==> src/rtl/feedthru_pipe.sv <==
`default_nettype none
// ============================================================================
// Module      : feedthru_pipe
// Description : Multi-channel valid/ready feed-through between hierarchy
//               levels. DEPTH=0 is a pure wire. DEPTH>0 inserts an elastic
//               register pipeline with bubble collapse and synchronous flush.
//               Optional macro FEEDTHRU_STALL_CNT_EN adds a saturating
//               stall counter (stall_cnt port, CNT_W parameter).
// Revision    : 1.0 - initial release
// ============================================================================
module feedthru_pipe #(
  parameter int WIDTH    = 8,
  parameter int CHANNELS = 2,
  parameter int DEPTH    = 2
`ifdef FEEDTHRU_STALL_CNT_EN
  ,
  parameter int CNT_W    = 16
`endif
) (
  input  logic                      clk,
  input  logic                      rst_n,
  input  logic                      flush,
  input  logic                      in_valid,
  output logic                      in_ready,
  input  logic [WIDTH*CHANNELS-1:0] in_data,
  output logic                      out_valid,
  input  logic                      out_ready,
  output logic [WIDTH*CHANNELS-1:0] out_data
`ifdef FEEDTHRU_STALL_CNT_EN
  ,
  output logic [CNT_W-1:0]          stall_cnt
`endif
);

  // All channels travel together as one word; channel c sits at [c*WIDTH +: WIDTH].
  localparam int c_data_w = WIDTH * CHANNELS;

  if (DEPTH == 0) begin : g_wire
    // Pure combinational feed-through; flush has no effect and there is no state.
    assign out_valid = in_valid;
    assign out_data  = in_data;
    assign in_ready  = out_ready;
  end else begin : g_pipe
    logic [DEPTH-1:0]    r_valid;
    logic [c_data_w-1:0] r_data [DEPTH];
    logic [DEPTH:0]      w_load;
    logic [DEPTH-1:0]    w_src_valid;
    logic [c_data_w-1:0] w_src_data [DEPTH];
    logic                w_accept;

    // The last stage may load whenever the consumer takes the current word.
    assign w_load[DEPTH] = out_ready;

    for (genvar i = 0; i < DEPTH; i++) begin : g_load
      // A stage loads when it is empty (bubble) or its successor moves on.
      assign w_load[i] = ~r_valid[i] | w_load[i+1];
    end

    // Ready ripples combinationally from the consumer; no skid buffer.
    assign in_ready = w_load[0] & ~flush;
    assign w_accept = in_valid & in_ready;

    // Each stage is fed by its predecessor; stage 0 is fed by the producer.
    always_comb begin
      w_src_valid[0] = w_accept;
      w_src_data[0]  = in_data;
      for (int i = 1; i < DEPTH; i++) begin
        w_src_valid[i] = r_valid[i-1];
        w_src_data[i]  = r_data[i-1];
      end
    end

    // Stage registers: flush drops every valid but leaves payloads untouched,
    // so the output payload keeps showing the last word the final stage held.
    always_ff @(posedge clk or negedge rst_n) begin
      if (!rst_n) begin
        r_valid <= '0;
        for (int i = 0; i < DEPTH; i++) begin
          r_data[i] <= '0;
        end
      end else if (flush) begin
        r_valid <= '0;
      end else begin
        for (int i = 0; i < DEPTH; i++) begin
          if (w_load[i]) begin
            r_valid[i] <= w_src_valid[i];
            if (w_src_valid[i]) begin
              r_data[i] <= w_src_data[i];
            end
          end
        end
      end
    end

    assign out_valid = r_valid[DEPTH-1];
    assign out_data  = r_data[DEPTH-1];
  end

`ifdef FEEDTHRU_STALL_CNT_EN
  logic [CNT_W-1:0] r_stall_cnt;

  // Count cycles where a word waits on the consumer; saturate instead of wrapping.
  always_ff @(posedge clk or negedge rst_n) begin
    if (!rst_n) begin
      r_stall_cnt <= '0;
    end else if (flush) begin
      r_stall_cnt <= '0;
    end else if (out_valid && !out_ready && (r_stall_cnt != {CNT_W{1'b1}})) begin
      r_stall_cnt <= r_stall_cnt + 1'b1;
    end
  end

  assign stall_cnt = r_stall_cnt;
`endif

endmodule
`default_nettype wire

==> config.mk <==
export PLATFORM = sky130hd
export DESIGN_NAME = feedthru_pipe
export DESIGN_NICKNAME = d
export VERILOG_FILES = /design/src/rtl/feedthru_pipe.sv
export SDC_FILE = /design/constraint.sdc
export NUM_CORES = 1
export LEC_CHECK = 0
export ABC_AREA = 1
export CAP_MARGIN = 20
export CORE_UTILIZATION = 51
export DETAILED_ROUTE_END_ITERATION = 6
export PLACE_DENSITY = 0.83
export SLEW_MARGIN = 25
export SYNTH_ARGS = -nofsm -noshare
export SYNTH_HDL_FRONTEND = slang
export SYNTH_SLANG_ARGS = --single-unit
==> constraint.sdc <==
create_clock -name clk -period 1.9 [get_ports clk]
set_input_delay 0.38 -clock clk [delete_from_list [all_inputs] [get_ports clk]]
set_output_delay 0.38 -clock clk [all_outputs]
set_load 0.02 [all_outputs]
Word-level counts from Yosys, hierarchy flattened
Index checks and enable logic that the tools add are counted.
{"block": "word_totals", "register_bits": 34, "latchBits": 0, "mem_bits_rw": 0, "romBits": 0, "inputBits": 21, "out_inout_bits": 18, "wordCells": 18, "memories": 0}
{"block": "classes", "addsub": 0, "n_mul": 0, "n_div": 0, "n_lt_le_gt_ge": 0, "n_eq_ne": 0, "shifts": 0, "muxes": 3, "bitwise_logic": 7, "n_reduce_logical": 4}
{"op": "3-bit AND reduction", "n": 2}
{"op": "2-bit nonzero test", "n": 2}
{"op": "1-bit NOT", "n": 3}
{"op": "1-bit bitwise AND", "n": 2}
{"op": "1-bit 2-to-1 mux", "n": 2}
{"op": "2-bit 2-to-1 mux", "n": 1}
{"op": "1-bit OR", "n": 2}

Longest topological paths before layout
{"block": "logic_depth", "depth_word": 7, "mapped_depth": 6, "depth_no_buf": 5}

Least setup slack after synthesis
No wires, ideal clock.
{"block": "synth_timing", "kind": "reg2out", "start": "register g_pipe.r_valid[1]", "end": "output port in_ready", "t_arrival_ns": 1.029, "required_ns": 1.520, "slack_ns": 0.491, "path_stages_with_launch": 5, "path_buffers": 1, "cell_sequence": "dfrtp_1 nand3_4 buf_2 nand2_1 inv_1"}
{"block": "synth_between", "elab_chain_len": 4}
{"element": "start: declaration", "line_no": "44", "source": "logic [DEPTH-1:0] r_valid;"}
{"element": "start signal: indexed assignment", "line_no": "86", "source": "r_valid[i] <= w_src_valid[i];"}
{"element": "1-bit NOT", "line_no": "56", "source": "assign w_load[i] = ~r_valid[i] | w_load[i+1];"}
{"element": "1-bit OR (2 in a row)", "line_no": "56"}
{"element": "1-bit bitwise AND", "line_no": "60", "source": "assign in_ready = w_load[0] & ~flush;"}
{"element": "end: declaration", "line_no": "24", "source": "output logic in_ready,"}
No other way between the ends.

Final worst setup path
{"block": "layout_timing", "start": "register g_pipe.r_valid[1]", "end": "output port out_valid"}
{"element": "end: declaration", "line_no": "26", "source": "output logic out_valid,"}
No word-level cell between the ends.

==> out/metrics.yaml <==
overflow: 0
mappedNetlistNets: 185
nets: 211
gp_congestion: 0.7790
synth.avg_cell_area_um2: 9.338
grt_pass1_wl_um: 4788
hold_viol: 0
vias_per_cell: 5.126
drv_cap: 0
cts_tree: "built"
relSlewSlack: 0.7280
drt-wirelength-per-cell_um: 12.96
hold_class: "in2async"
p_per_area_nw_per_um2: 959.7
slowest_stage: "clkdlybuf4s50_1"
grt_pass1_vias: 1093
numPortBuffers: 38
fmax_mhz: 559.2
cp_top_family: "buffers and inverters"
cp_num_cells: 1
ctsResizeCount: 1
die_area_um2: 3226
fin_crit_ps: 1788
synth_common_cells: "nand2_1 (50), dfrtp_1 (34), inv_1 (18), buf_4 (17), nand4_1 (16)"
vias: 1138
cp-end-kind: "output port"
synth.distinct_cells: 12
critPathMaxStageDelay_ps: 630
cts_buffers: 5
finalNonFillerCells: 222
critPathLaunchType: "flip-flop"
violations: "design-rule violations"
hpwl_um: 2027
cts_setup_buffers: 0
syn_area_um2: 1531
placed_area_um2: 1809
postSynth.asyncResetShare: 1.000
htree_levels: 2
drive_gt1_frac: 0.08377
yosysMostFrequentCell: "nand2_1"
synth_edf_count: 0
rsz0062_at_grt: "false"
peakVddDrop_v: 0.0005773
wl_um: 2878
total_power_mw: 1.793
die_w_um: 56.80
clk_latency_ps: 340
finClkSkew_ps: 5.673
pin_count: 39
worst_pin_slew_ps: 408.0
clkSlewWorstSetupHoldPaths_ps: 100
rows: 19
cp_data_arrival_time_ps: 1410
crit_path_cell_trace: "clkdlybuf4s50_1"
drt_iter0_drc: 44
seq_area_frac_synth: 0.5556
cts-root-buf: "clkbuf_4"
grt_max_degree: 35
syn_inst: 164
drv_slew: 0
setup_viol: 0
outcome: "finished with violations"
ant_nets: 0
areaGrowthSynthToFinish_pct: 21.98
crit_required_ps: 1520
drt_pass1_iterations: 6
cts_max_path_buffers: 2
crit_fanout: 3
antenna_cells: 0
antenna_found_initial: 0
reg2regPathDepth: 5
synthFlopType: "dfrtp_1"
whs_ps: 425.7
ys_ff_latch: 34
postLayoutCellArea_um2: 1868
dp.cells: 214
grt_util_all_layers: 0.2043
path_buf_inv: 1
drcViolationCount: 4
synth_top_cell_by_area: "dfrtp_1"
p_leak_nw: 0.9166
holdBufCountCts: 0
yosys_warnings: 0
crit_type: "reg2out"
start_util: 0.5459
die_h_um: 56.80
fp.coreArea_um2: 2805
min_period_over_period: 0.9412
yosys-top-cells-area: "dfrtp_1 (56%), nand2_1 (12%), buf_4 (8.3%)"
yosys.area.top_type_share: 0.5556
clock-sinks: 34
==> stage by stage <==
step	TNS (ps)	util	setup WS [ps]
global route	0	0.6659	55.17
global placement	-121.0	0.6450	-121.0
CTS	0	0.6659	101.1
finish	0	0.6659	111.8
detailed placement	-142.2	0.6450	-142.2
floorplan	0	-	491.3
==> layer usage <==
metal	global-route usage	vias to the layer above	wire, um
met5	0	-	0
met4	0.07317	0	43
met3	0.08525	5	181
met1	0.2488	546	1254
li1	-	556	-
met2	0.3265	31	1399
==> cell usage in the layout, fill, tap and decap left out <==
cell type	count
nand2_1	50
o21ai_0	9
dlygate4sd2_1	1
inv_1	18
o21ai_1	9
nand3_4	3
inv_2	1
clkbuf_1	1
buf_4	5
nand4_1	16
clkbuf_8	1
dfrtp_1	34
clkdlybuf4s50_1	37
clkinv_2	1
clkbuf_4	5
==> power by group <==
part / internal, mW / switching, mW / total, mW
Clock: 0.179 / 0.237 / 0.417
Combinational: 0.226 / 0.242 / 0.468
Sequential: 0.842 / 0.0672 / 0.909
Total: 1.25 / 0.546 / 1.79
==> kinds of logic after synthesis <==
kind of cell | share of synthesized area
DFF | 0.5556
buffers and inverters | 0.1634
and+or+nand+nor | 0.2222
AOI/OAI and AO/OA | 0.05882
==> sequential cells by signal, indices dropped and copies added, names as in the netlist <==
name and count:
g_pipe.r_data 16, out_data 16, g_pipe.r_valid 2
==> path summary, 6_finish.rpt <==
kind	end	slack, ps	from
worst max-delay path	out_valid	110	g_pipe.r_valid[1]$_DFFE_PN0P_
worst min-delay path	out_data[11]$_DFFE_PN0P_	430	rst_n
worst max register to register	g_pipe.r_data[24]$_DFFE_PN0P_	610	g_pipe.r_valid[0]$_DFFE_PN0P_
worst min register to register	g_pipe.r_data[30]$_DFFE_PN0P_	480	g_pipe.r_data[30]$_DFFE_PN0P_
max in group asynchronous	g_pipe.r_data[29]$_DFFE_PN0P_	1180	rst_n
min in group clk	g_pipe.r_data[30]$_DFFE_PN0P_	480	g_pipe.r_data[30]$_DFFE_PN0P_
==> final cells by class <==
cell class                      instances  area, um2
Timing Repair Buffer                   43      416.7
Clock inverter                          1      5.005
Multi-Input combinational cell         87      430.4
Inverter                               19      71.32
Tap cell                               31      38.79
Fill cell                             227      937.1
Clock buffer                            7      55.05
Sequential cell                        34      850.8
Note: power is estimated with default switching activity, not from simulation.
